$ cat config.mk
export PLATFORM = sky130hd
export DESIGN_NAME = gcd_lcm_mmio_slave_flat
export DESIGN_NICKNAME = d
export VERILOG_FILES = /design/src/rtl/gcd_lcm_mmio_slave_pkg.sv /design/src/rtl/gcd_lcm_mmio_slave_if.sv /design/src/rtl/gcd_lcm_mmio_slave_engine.sv /design/src/rtl/gcd_lcm_mmio_slave.sv /design/src/flat_wrapper.sv
export SDC_FILE = /design/constraint.sdc
export NUM_CORES = 1
export LEC_CHECK = 0
export ABC_AREA = 1
export BUFFER_PORTS_ARGS = -buffer_cell sky130_fd_sc_hd__buf_2
export CORE_ASPECT_RATIO = 1.25
export CORE_MARGIN = 2
export CORE_UTILIZATION = 35
export CTS_BUF_LIST = sky130_fd_sc_hd__clkbuf_8
export CTS_CLUSTER_DIAMETER = 200
export DETAILED_ROUTE_END_ITERATION = 10
export PLACE_DENSITY = 0.62
export REMOVE_ABC_BUFFERS = 1
export SETUP_SLACK_MARGIN = 0.2
export SLEW_MARGIN = 40
export SYNTH_ARGS = -nofsm -noshare
export SYNTH_HDL_FRONTEND = slang
export SYNTH_HIERARCHICAL = 1
export SYNTH_SLANG_ARGS = --single-unit
$ cat constraint.sdc
create_clock -name clk -period 3.23 [get_ports clk]
set_clock_uncertainty 0.05 [all_clocks]
set_input_delay 0.323 -clock clk [delete_from_list [all_inputs] [get_ports clk]]
set_output_delay 0.323 -clock clk [all_outputs]
set_load 0.01 [all_outputs]
$ cat src/rtl/gcd_lcm_mmio_slave_pkg.sv
// Shared definitions for the GCD/LCM MMIO coprocessor: register offsets, bit
// positions and the engine state type. COPROC_LCM_EN selects the LCM build.
package coproc_pkg;

    localparam logic [4:0]  OFS_A      = 5'd0;
    localparam logic [4:0]  OFS_B      = 5'd4;
    localparam logic [4:0]  OFS_CTRL   = 5'd8;
    localparam logic [4:0]  OFS_STATUS = 5'd12;
    localparam logic [4:0]  OFS_RESULT = 5'd16;
    localparam logic [31:0] WIN_BYTES  = 32'd20;

    localparam int CTRL_START_BIT = 0;
    localparam int CTRL_OP_BIT    = 1;
    localparam int ST_BUSY_BIT    = 0;
    localparam int ST_DONE_BIT    = 1;
    localparam int ST_OVF_BIT     = 2;

    typedef enum logic [1:0] {
        IDLE = 2'd0,
        CALC = 2'd1,
        DONE = 2'd2
    } coproc_state_t;

    function automatic logic [31:0] pack_status(input logic busy, input logic done,
                                                input logic ovf);
        logic [31:0] w;
        w = 32'd0;
        w[ST_BUSY_BIT] = busy;
        w[ST_DONE_BIT] = done;
        w[ST_OVF_BIT]  = ovf;
        return w;
    endfunction

endpackage

$ cat src/rtl/gcd_lcm_mmio_slave_if.sv
// Core data-memory port as seen by the coprocessor (store/load traffic plus
// the direct Start strobe and status lines back to the core).
interface gcd_lcm_mmio_slave_if;
    logic        MemWrite;
    logic [31:0] DataAdr;
    logic [31:0] WriteData;
    logic        Start;
    logic [31:0] ReadData;
    logic        Hit;
    logic        Busy;
    logic        Done;

    modport master (
        output MemWrite, DataAdr, WriteData, Start,
        input  ReadData, Hit, Busy, Done
    );

    modport slave (
        input  MemWrite, DataAdr, WriteData, Start,
        output ReadData, Hit, Busy, Done
    );
endinterface

$ cat src/rtl/gcd_lcm_mmio_slave_engine.sv
// Iterative GCD/LCM engine: FSM, private x/y working copies, RESULT and ovf.
// The LCM adders and ovf flag exist only when COPROC_LCM_EN is defined.
module gcd_lcm_engine
    import coproc_pkg::*;
(
    input  logic        clk,
    input  logic        reset,
    input  logic        start,
    input  logic        op,
    input  logic [31:0] a,
    input  logic [31:0] b,
    output logic        busy,
    output logic        done,
    output logic [31:0] result,
    output logic        ovf
);

`ifdef COPROC_LCM_EN
    localparam logic LCM_BUILD = 1'b1;
`else
    localparam logic LCM_BUILD = 1'b0;
`endif

    coproc_state_t state_r;
    logic [31:0]   x_r;
    logic [31:0]   y_r;
    logic [31:0]   result_r;
    logic          op_s;

    assign op_s = op & LCM_BUILD;

`ifdef COPROC_LCM_EN
    // LCM walks multiples of the operands captured at launch, not the live registers
    logic [31:0] a_r;
    logic [31:0] b_r;
    logic        op_r;
    logic        ovf_r;
    logic [32:0] sum_x_s;
    logic [32:0] sum_y_s;

    assign sum_x_s = {1'b0, x_r} + {1'b0, a_r};
    assign sum_y_s = {1'b0, y_r} + {1'b0, b_r};
    assign ovf     = ovf_r;
`else
    assign ovf     = 1'b0;
`endif

    // Job FSM and datapath; a start while in CALC is dropped, not queued
    always_ff @(posedge clk or posedge reset) begin
        if (reset) begin
            state_r  <= IDLE;
            x_r      <= 32'd0;
            y_r      <= 32'd0;
            result_r <= 32'd0;
`ifdef COPROC_LCM_EN
            a_r      <= 32'd0;
            b_r      <= 32'd0;
            op_r     <= 1'b0;
            ovf_r    <= 1'b0;
`endif
        end else begin
            case (state_r)
                IDLE, DONE: begin
                    if (start) begin
                        x_r <= a;
                        y_r <= b;
`ifdef COPROC_LCM_EN
                        a_r   <= a;
                        b_r   <= b;
                        op_r  <= op_s;
                        ovf_r <= 1'b0;
`endif
                        if ((a == 32'd0) || (b == 32'd0)) begin
                            result_r <= op_s ? 32'd0 : (a | b);
                            state_r  <= DONE;
                        end else begin
                            state_r  <= CALC;
                        end
                    end else begin
                        state_r <= state_r;
                    end
                end
                CALC: begin
                    if (x_r == y_r) begin
                        result_r <= x_r;
                        state_r  <= DONE;
`ifdef COPROC_LCM_EN
                    end else if (op_r) begin
                        if (x_r < y_r) begin
                            if (sum_x_s[32]) begin
                                ovf_r    <= 1'b1;
                                result_r <= 32'd0;
                                state_r  <= DONE;
                            end else begin
                                x_r <= sum_x_s[31:0];
                            end
                        end else begin
                            if (sum_y_s[32]) begin
                                ovf_r    <= 1'b1;
                                result_r <= 32'd0;
                                state_r  <= DONE;
                            end else begin
                                y_r <= sum_y_s[31:0];
                            end
                        end
`endif
                    end else if (x_r > y_r) begin
                        x_r <= x_r - y_r;
                    end else begin
                        y_r <= y_r - x_r;
                    end
                end
                default: begin
                    state_r <= IDLE;
                end
            endcase
        end
    end

    assign busy   = (state_r == CALC);
    assign done   = (state_r == DONE);
    assign result = result_r;

endmodule

$ cat src/rtl/gcd_lcm_mmio_slave.sv
// GCD/LCM coprocessor on the core data-memory port: address decode, A/B/CTRL
// registers and the combinational read mux. COPROC_LCM_EN enables LCM jobs.
module gcd_lcm_mmio_slave
    import coproc_pkg::*;
#(
    parameter logic [31:0] BASE_ADDR = 32'd96
) (
    input  logic                clk,
    input  logic                reset,
    gcd_lcm_mmio_slave_if.slave bus
);

    logic [31:0] offset_s;
    logic [4:0]  word_ofs_s;
    logic        hit_s;
    logic        wr_a_s;
    logic        wr_b_s;
    logic        wr_ctrl_s;
    logic        start_s;
    logic        op_s;
    logic [31:0] a_r;
    logic [31:0] b_r;
    logic        ctrl_op_r;
    logic [31:0] rdata_s;
    logic        busy_s;
    logic        done_s;
    logic        ovf_s;
    logic [31:0] result_s;

    // Addresses below BASE_ADDR wrap to a huge offset and so never hit
    assign offset_s   = bus.DataAdr - BASE_ADDR;
    assign hit_s      = (offset_s < WIN_BYTES);
    assign word_ofs_s = {offset_s[4:2], 2'b00};

    assign wr_a_s    = bus.MemWrite & hit_s & (word_ofs_s == OFS_A);
    assign wr_b_s    = bus.MemWrite & hit_s & (word_ofs_s == OFS_B);
    assign wr_ctrl_s = bus.MemWrite & hit_s & (word_ofs_s == OFS_CTRL);

    assign start_s = bus.Start | (wr_ctrl_s & bus.WriteData[CTRL_START_BIT]);
    assign op_s    = wr_ctrl_s ? bus.WriteData[CTRL_OP_BIT] : ctrl_op_r;

    // Architectural operand and op registers, writable at any time
    always_ff @(posedge clk or posedge reset) begin
        if (reset) begin
            a_r       <= 32'd0;
            b_r       <= 32'd0;
            ctrl_op_r <= 1'b0;
        end else begin
            if (wr_a_s) begin
                a_r <= bus.WriteData;
            end
            if (wr_b_s) begin
                b_r <= bus.WriteData;
            end
            if (wr_ctrl_s) begin
                ctrl_op_r <= bus.WriteData[CTRL_OP_BIT];
            end
        end
    end

    gcd_lcm_engine u_engine (
        .clk    (clk),
        .reset  (reset),
        .start  (start_s),
        .op     (op_s),
        .a      (a_r),
        .b      (b_r),
        .busy   (busy_s),
        .done   (done_s),
        .result (result_s),
        .ovf    (ovf_s)
    );

    // Same-cycle read mux so a load sees its data without a wait state
    always_comb begin
        rdata_s = 32'd0;
        if (hit_s) begin
            case (word_ofs_s)
                OFS_A:      rdata_s = a_r;
                OFS_B:      rdata_s = b_r;
                OFS_CTRL:   rdata_s = 32'd0;
                OFS_STATUS: rdata_s = pack_status(busy_s, done_s, ovf_s);
                OFS_RESULT: rdata_s = result_s;
                default:    rdata_s = 32'd0;
            endcase
        end else begin
            rdata_s = 32'd0;
        end
    end

    assign bus.ReadData = rdata_s;
    assign bus.Hit      = hit_s;
    assign bus.Busy     = busy_s;
    assign bus.Done     = done_s;

endmodule

$ cat src/flat_wrapper.sv
// flat-port wrapper written by rule: the top's interface ports become plain ports
module gcd_lcm_mmio_slave_flat import coproc_pkg::*;
#(
    parameter logic [31:0] BASE_ADDR = 32'd96
)
  (clk, reset, bus_MemWrite, bus_DataAdr, bus_WriteData, bus_Start, bus_ReadData, bus_Hit, bus_Busy, bus_Done);
  gcd_lcm_mmio_slave_if bus_i ();
  input  logic clk;
  input  logic reset;
  input wire logic [$bits(bus_i.MemWrite)-1:0] bus_MemWrite;
  input wire logic [$bits(bus_i.DataAdr)-1:0] bus_DataAdr;
  input wire logic [$bits(bus_i.WriteData)-1:0] bus_WriteData;
  input wire logic [$bits(bus_i.Start)-1:0] bus_Start;
  output wire logic [$bits(bus_i.ReadData)-1:0] bus_ReadData;
  output wire logic [$bits(bus_i.Hit)-1:0] bus_Hit;
  output wire logic [$bits(bus_i.Busy)-1:0] bus_Busy;
  output wire logic [$bits(bus_i.Done)-1:0] bus_Done;
  assign bus_i.MemWrite = bus_MemWrite;
  assign bus_i.DataAdr = bus_DataAdr;
  assign bus_i.WriteData = bus_WriteData;
  assign bus_i.Start = bus_Start;
  assign bus_ReadData = bus_i.ReadData;
  assign bus_Hit = bus_i.Hit;
  assign bus_Busy = bus_i.Busy;
  assign bus_Done = bus_i.Done;
  gcd_lcm_mmio_slave #(.BASE_ADDR(BASE_ADDR)) u_core (.clk(clk), .reset(reset), .bus(bus_i));
endmodule
### Word-level counts from Yosys, hierarchy flattened

Index checks and enable logic that the tools add are counted.

* reduce and logical (&&, ||, !) cells: 11
* bitwise logic cells: 7
* multiplexer cells: 18
* add/sub/neg operators: 3
* equality and inequality tests: 13
* order comparisons: 2

Operators with widths (count)
* $mux 32: 10
* $pmux 32 s2: 3
* $pmux 32 s4: 1
* $logic_not 32->1: 2
* $sub 32x32->32: 2
* $eq 32x32->1: 1
* $gt 32x32->1: 1
* $lt 32x5->1 const B: 1
* $or 32x32->32: 1
* $sub 32x7->32 const B: 1
* $reduce_and 4->1: 3
* $ne 2x2->1 const B: 5
* $eq 3x2->1 const B: 2
* $mux 2: 3
* $and 1x1->1: 5
* $logic_not 5->1: 1
* $pmux 2 s2: 1
* $eq 3x1->1 const B: 1
* $eq 3x3->1 const B: 1
* $eq 2x1->1 const B: 1
* $eq 2x2->1 const B: 1
* $logic_not 2->1: 1
* $ne 2x1->1 const B: 1
* $reduce_and 2->1: 1
* 4 further kinds: 4

* input bits: 68
* register bits: 162

### Longest topological paths before layout

Gate-level depths: netlist of the first run.

* depth in word-level cells: 8
* depth in mapped cells: 22
* depth with buffers taken out: 19

### By module

The synthesis of the first run kept the hierarchy.

Modules (own cells, without submodules)
* gcd_lcm_engine: times used 1, cells an instance 1624, seq. area each 2452.4 µm², area an instance 9694.3 µm²
* gcd_lcm_mmio_slave: times used 1, cells an instance 610, seq. area each 1626.6 µm², area an instance 4181.5 µm²

### Least setup slack after synthesis of the first run

No wires, ideal clock.

* path type: input port to flip-flop
* from: input bus_DataAdr[5]
* to: register u_core.u_engine.result_r[10] (netlist: u_core/u_engine/result[10])
* setup time: 117 ps
* buffers on the path: 3
* data arrival time: 2688 ps
* stages: 20
* setup slack: 375 ps
* cell sequence: ha_1 > inv_1 > nand2_1 > nor2_2 > nand2_1 > o21ai_1 > inv_1 > nor2_1 > nand3_1 > nor3_2 > buf_4 > buf_6 > nand4_1 > nand2_1 > nand2_1 > a21oi_4 > nand2_4 > buf_6 > nand2_1 > nand2_1

* longest elaborated chain between the ends: 8

Ends and longest elaborated chain
* from (decl): line flat_wrapper.sv:11 `input wire logic [$bits(bus_i.DataAdr)-1:0] bus_DataAdr;`
* $sub 32x7->32: line gcd_lcm_mmio_slave.sv:31 `assign offset_s = bus.DataAdr - BASE_ADDR;`
* $lt 32x5->1: line gcd_lcm_mmio_slave.sv:32 `assign hit_s = (offset_s < WIN_BYTES);`
* $and 1x1->1 (2 in series): line gcd_lcm_mmio_slave.sv:37 `assign wr_ctrl_s = bus.MemWrite & hit_s & (word_ofs_s == OFS_CTRL);`
* $and 1x1->1: line gcd_lcm_mmio_slave.sv:39 `assign start_s = bus.Start | (wr_ctrl_s & bus.WriteData[CTRL_START_BIT]);`
* $or 1x1->1: line gcd_lcm_mmio_slave.sv:39
* net u_core.start_s: line gcd_lcm_mmio_slave.sv:19 `logic start_s;`
* $ne 2x1->1 (no source line)
* $reduce_and 4->1 (no source line)
* to (signal assigned): line gcd_lcm_mmio_slave_engine.sv:74 `result_r <= op_s ? 32'd0 : (a | b);`
* to (signal assigned): line gcd_lcm_mmio_slave_engine.sv:85 `result_r <= x_r;`
* to (decl): line gcd_lcm_mmio_slave_engine.sv:27 `logic [31:0] result_r;`

The timed path passes the listed nets, and every way through them passes these cells.
A chain may end at the register's enable or synchronous reset.

### Worst setup path after layout of the first run

* from: input bus_DataAdr[5]
* to: output bus_ReadData[14]

* longest elaborated chain between the ends: 3

Ends and longest elaborated chain
* $sub 32x7->32: line gcd_lcm_mmio_slave.sv:31
* $lt 32x5->1: line gcd_lcm_mmio_slave.sv:32
* $mux 32: line gcd_lcm_mmio_slave.sv:77 `if (hit_s) begin`
* to (decl): line flat_wrapper.sv:14 `output wire logic [$bits(bus_i.ReadData)-1:0] bus_ReadData;`

Every way passes these cells.

==> flow_summary_export.csv, run 1 <==
group,metric,value,unit
cells_and_area,final_util,0.3966,
critical_path,critPathMaxFanout,18,
critical_path,critPathKind,"in2out",
die,io_pins,103,
power_and_ir_drop,internal_power,2757,uW
place,dpl_cell_area,14780,um2
route,drtPass1Iterations,5,
global_route,antenna_found_initial,1,
cts,cts_max_path_buffers,2,
die,core_area,39020,um2
cts,worstSkewPairLatency,0.51,ns
cts,cts_tree,"done",
power_and_ir_drop,p_seq_frac,0.526,
cts,clockRootBuffer,"clkbuf_8",
cells_and_area,areaGrowthSynthToFinish,11.89,%
timing,setup-violations-final,0,
route,drc,0,
timing,worst_slack,0.3964,ns
yosys,synth_warnings,6,
route,drt_iter0_drc,1100,
place,io_buffers,100,
cts,numCtsBuffers,17,
timing,slew_violations,0,
die,die_h,226.3,um
critical_path,start_kind,"primary input",
place,dp_hpwl,36.51,mm
cts,cts_sinks,162,
outcome,outcome,"finished clean",
critical_path,cp.required,2.86,ns
critical_path,critPathBufInv,6,
timing,finalHoldViolations,0,
timing,hold-worst-slack,0.04489,ns
power_and_ir_drop,power.leakage,0.008597,uW
die,fp.dieW,181.8,um
cells_and_area,nets,2455,
timing,max_slew_margin,0.5562,
timing,fin_crit,2.834,ns
power_and_ir_drop,powerDensity,249.6,nW/um2
global_route,grt_usage,0.2326,
die,start_util,0.3545,
power_and_ir_drop,finalPower,3862,uW
cts,h-tree-depth,4,
die,rows,81,
route,detail_route.vias_per_cell,5.256,
cells_and_area,layout_common_cells,"nand2_1, inv_1, dfrtp_1, nor2_1, nand3_1",
route,route.vias.total,14884,
cts,post-cts-setup-buffers,0,
cells_and_area,layout_commonest_cell,"nand2_1",
timing,rsz0062_at_grt,"no",
critical_path,cp_data_arrival_time,2.46,ns
worst_hold_path,hp-class,"in2reg",
cells_and_area,drive_gt1_frac,0.1007,
yosys,synth_cells,2229,
yosys,syn_avg_cell_area,6.205,um2
timing,worstMarginPinSlew,0.6650,ns
job,max-cap-violations,0,
route,wl_per_cell,16.76,um
power_and_ir_drop,pwr-share-clk,0.383,
place,gp_congestion,0.9952,
power_and_ir_drop,p_comb_frac,0.091,
global_route,overflow,0,
route,routed_wl,47.48,mm
global_route,grt_pass1_wl,75.61,mm
cells_and_area,stdcell_area,15470,um2
timing,fin_crit_sh,0.8773,
route,drtAntennaViolNets,0,
power_and_ir_drop,peakVddDrop,0.0002425,V
global_route,grt_pass1_vias,14463,
die,dieArea,41130,um2
critical_path,cpLargestDelayFamily,"simple AND/OR/NAND/NOR gates",
critical_path,worstSetupEndpointType,"output pin",
timing,max_freq,0.3529,GHz
power_and_ir_drop,p_sw,1105,uW
critical_path,cp_cell_sequence,"buf_2 > ha_1 > inv_1 > nand2_2 > nor2_4 > nand2_1 > o21ai_1 > inv_1 > nor2_1 > nand3_1 > nor3_4 > buf_4 > o21ai_2 > buf_6 > nor2_1 > buf_2",
cts,clk_pin_slew,0.09,ns
critical_path,critPathMaxStageDelay,0.19,ns
power_and_ir_drop,swShare,0.2862,
global_route,grt_max_degree,67,
critical_path,cpMaxStageDelayCell,"buf_6",
place,pre_cts_ws,0.08092,ns
yosys,syn_area,13830,um2
[power by group through the flow]
stage | clock network [uW] | logic (uW) | registers [uW]
after floorplan | 0 | 149 | 2070
after global placement | 0 | 317 | 2070
after detailed placement | 0 | 321 | 2070
after CTS | 1520 | 349 | 2030
after global routing | 1590 | 387 | 2030
final | 1480 | 352 | 2030
[what timing repair did]
action                                  in CTS  in global routing
endpoints found under the setup margin       0                 28
hold buffers                                29                  0
resized for setup                            0                  9
hold endpoints to repair                   117                  0
[final timing paths]
path / from / endpoint / slack [ns] / cells after the start
worst max-delay path: bus_DataAdr[5] / bus_ReadData[14] / 0.40 / 16
worst min-delay path: bus_WriteData[8] / u_core/a_r[8]$_DFFE_PP0P_ / 0.04 / 3
worst max register to register: u_core/u_engine/x_r[0]$_DFFE_PP0P_ / u_core/u_engine/x_r[20]$_DFFE_PP0P_ / 0.43 / 16
worst min register to register: u_core/u_engine/result[13]$_DFFE_PP0P_ / u_core/u_engine/result[13]$_DFFE_PP0P_ / 0.44 / 2
max in group asynchronous: reset / u_core/a_r[27]$_DFFE_PP0P_ / 1.86 / 4
min in group asynchronous: reset / u_core/u_engine/result[15]$_DFFE_PP0P_ / 0.36 / 3
[registers in the layout, indices dropped and copies added, names as in the netlist]
register	cells
u_core/a_r	32
u_core/b_r	32
u_core/u_engine/result	32
u_core/u_engine/state_r	2
u_core/u_engine/x_r	32
u_core/u_engine/y_r	32
[metal layers]
metal	part of all wire	global-route usage
met1	0.42	0.2898
met2	0.48	0.3982
met3	0.058	0.03132
met4	0.040	0.1117
met5	0	0
[layout make-up]
class | count | area (um2)
diodes | 1 | 2.502
clock buffers | 18 | 247.7
clock inverters | 13 | 113.9
fillers | 4099 | 23540
inverters | 320 | 1206
multi-input cells | 1662 | 8153
flip-flops and latches | 162 | 4054
well taps | 498 | 623.1
repair buffers | 158 | 1075
[worst register-to-register path: cells and delay by family, from the launching register on]
kind,cells,cell delay [ns]
adder cells (fa/ha/maj),2,0.62
flip-flops,1,0.36
AND/OR/NAND/NOR,10,1.02
AO/OA/AOI/OAI,1,0.13
buffers and inverters,3,0.49
[metrics by stage]
step,setup TNS [ns],instances
finish,0,2832
global route,0,2832
detailed placement,0,2771
CTS,0,2831
floorplan,-249.03,2144
global placement,0,2771
Power figures use the tool's default switching activity.
==> run 2, diff against run 1 <==
--- a/config.mk
+++ b/config.mk
@@ -13,8 +13,6 @@
 export CTS_BUF_LIST = sky130_fd_sc_hd__clkbuf_8
 export CTS_CLUSTER_DIAMETER = 200
 export DETAILED_ROUTE_END_ITERATION = 10
-export PLACE_DENSITY = 0.62
-export REMOVE_ABC_BUFFERS = 1
 export SETUP_SLACK_MARGIN = 0.2
 export SLEW_MARGIN = 40
 export SYNTH_ARGS = -nofsm -noshare
==> constraint.sdc (replaced) <==
create_clock -name clk -period 3.5 [get_ports clk]
set_clock_uncertainty 0.05 [all_clocks]
set_input_delay 0.35 -clock clk [delete_from_list [all_inputs] [get_ports clk]]
set_output_delay 0.35 -clock clk [all_outputs]
set_load 0.01 [all_outputs]
==> flow_summary_export.csv, run 2 (synthesis results as in run 1) <==
group,metric,value,unit
global_route,grt_pass1_wl,74.38,mm
timing,max_slew_margin,0.5343,
timing,worst_slack,0.3239,ns
cts,numCtsBuffers,17,
cells_and_area,regArea,4054,um2
job,max-cap-violations,0,
cells_and_area,layout_common_cells,"nand2_1, inv_1, dfrtp_1, nor2_1, nand3_1",
place,io_buffers,100,
route,drc,0,
route,drtAntennaViolNets,0,
cts,h-tree-depth,4,
power_and_ir_drop,peakVddDrop,0.0002619,V
route,route.vias.total,14719,
global_route,antenna_found_initial,0,
critical_path,cp.required,3.10,ns
route,wl_met1,20.49,mm
die,dieArea,41130,um2
die,fp.dieW,181.8,um
global_route,grt_usage,0.2297,
critical_path,start_kind,"primary input",
place,pre_cts_ws,0.1306,ns
die,start_util,0.3545,
cells_and_area,drive_gt1_frac,0.09948,
critical_path,critPathKind,"in2out",
cts,cts_tree,"done",
cells_and_area,fillers,4218,
yosys,syn_nets,2363,
route,detail_route.vias_per_cell,5.255,
critical_path,worstSetupEndpointType,"output pin",
critical_path,critPathMaxFanout,65,
timing,max_freq,0.3149,GHz
route,drtPass1Iterations,7,
cells_and_area,stdcell_area,15190,um2
timing,setup-violations-final,0,
power_and_ir_drop,powerDensity,234.7,nW/um2
route,routed_wl,47.18,mm
critical_path,cp_data_arrival_time,2.78,ns
place,gp_congestion,1.010,
timing,slew_violations,0,
cts,clk_pin_slew,0.10,ns
global_route,grt_pass1_vias,14061,
timing,worstMarginPinSlew,0.6985,ns
place,dpl_cell_area,14780,um2
timing,rsz0062_at_grt,"yes",
cts,cts_max_path_buffers,2,
global_route,grt_max_degree,67,
die,rows,81,
die,die_h,226.3,um
worst_hold_path,hp-class,"in2reg",
place,dp_hpwl,36.59,mm
die,io_pins,103,
timing,finalHoldViolations,0,
outcome,outcome,"finished clean",
timing,fin_tns_setup,0,ns
cells_and_area,multiInputGateArea,8120,um2
route,wl_met2,21.96,mm
route,wl_per_cell,16.84,um
route,drt_iter0_drc,1210,
cts,clockRootBuffer,"clkbuf_8",
cts,worstSkewPairLatency,0.50,ns
cts,cts_sinks,162,
cells_and_area,nets,2423,
route,highest_layer,"met4",
cts,post-cts-setup-buffers,0,
route,wl_met3,2.898,mm
timing,fin_crit,3.176,ns
die,core_area,39020,um2
global_route,overflow,0,
timing,fin_crit_sh,0.9074,
power_and_ir_drop,power.leakage,0.008490,uW
cells_and_area,areaGrowthSynthToFinish,9.797,%
cells_and_area,layout_commonest_cell,"nand2_1",
-- run 2: changes by cell type in the layout (fill, tap and decap cells not counted), moves of 3 or more --
cell,change
buf_4,-6
clkinvlp_4,-4
dlygate4sd3_1,-28
inv_8,+4
nor2_4,-3
-- run 2: cell type report --
type,instances,share of cell area
Sequential cell,162,0.2670
Timing Repair Buffer,126,0.05199
Antenna cell,1,0.0001648
Tap cell,498,0.04103
Clock buffer,18,0.01631
Inverter,320,0.07951
Multi-Input combinational cell,1662,0.5347
Clock inverter,14,0.009310
-- run 2: metal layers --
metal,vias up,GRT usage
li1,7172,-
met1,6897,0.2978
met2,557,0.3833
met3,93,0.03261
met4,0,0.09835
met5,-,0
-- run 2: final timing paths --
kind | cells past startpoint | start | to | slack [ns]
worst max register to register | 10 | u_core/a_r[3]$_DFFE_PP0P_ | u_core/u_engine/result[26]$_DFFE_PP0P_ | 0.65
worst max-delay path | 12 | bus_DataAdr[9] | bus_Hit | 0.32
worst min register to register | 2 | u_core/u_engine/result[12]$_DFFE_PP0P_ | u_core/u_engine/result[12]$_DFFE_PP0P_ | 0.44
min in group asynchronous | 3 | reset | u_core/b_r[22]$_DFFE_PP0P_ | 0.45
worst min-delay path | 3 | bus_WriteData[29] | u_core/a_r[29]$_DFFE_PP0P_ | 0.05
max in group asynchronous | 4 | reset | u_core/u_engine/y_r[0]$_DFFE_PP0P_ | 2.17
-- run 2: report_power, final --
group          switching [uW]  total, uW  leakage, uW  internal (uW)
sequential               1.86       1870      0.00226           1870
combinational             214        292      0.00604           78.2
clock                     851       1400     0.000194            547
-- run 2: what timing repair did --
| item | in CTS | in global routing |
|---|---|---|
| gates resized for setup | 0 | 1 |
| hold buffers | 1 | 0 |
| setup endpoints to repair | 0 | 5 |
| endpoints found under the hold margin | 93 | 0 |
-- run 2: metrics by stage --
step | cells | power (uW) | utilization | hold WS, ns
floorplan | 2229 | 2082 | - | 0.3922
global placement | 2767 | 2201 | 0.3787 | 0.4062
detailed placement | 2767 | 2204 | 0.3788 | 0.4139
CTS | 2800 | 3606 | 0.3890 | 0.004664
global route | 2800 | 3701 | 0.3891 | 0.02141
finish | 2801 | 3565 | 0.3892 | 0.04951
-- run 2: worst max-delay path, stage by stage --
cell	delay, ns
buf_2	0.12
nor2_1	0.24
nand3_1	0.27
nor2_2	0.25
nand4_1	0.11
nand2_1	0.08
nand2_1	0.06
inv_2	0.05
nand2_1	0.10
nor3_4	0.30
buf_4	0.58
buf_2	0.25
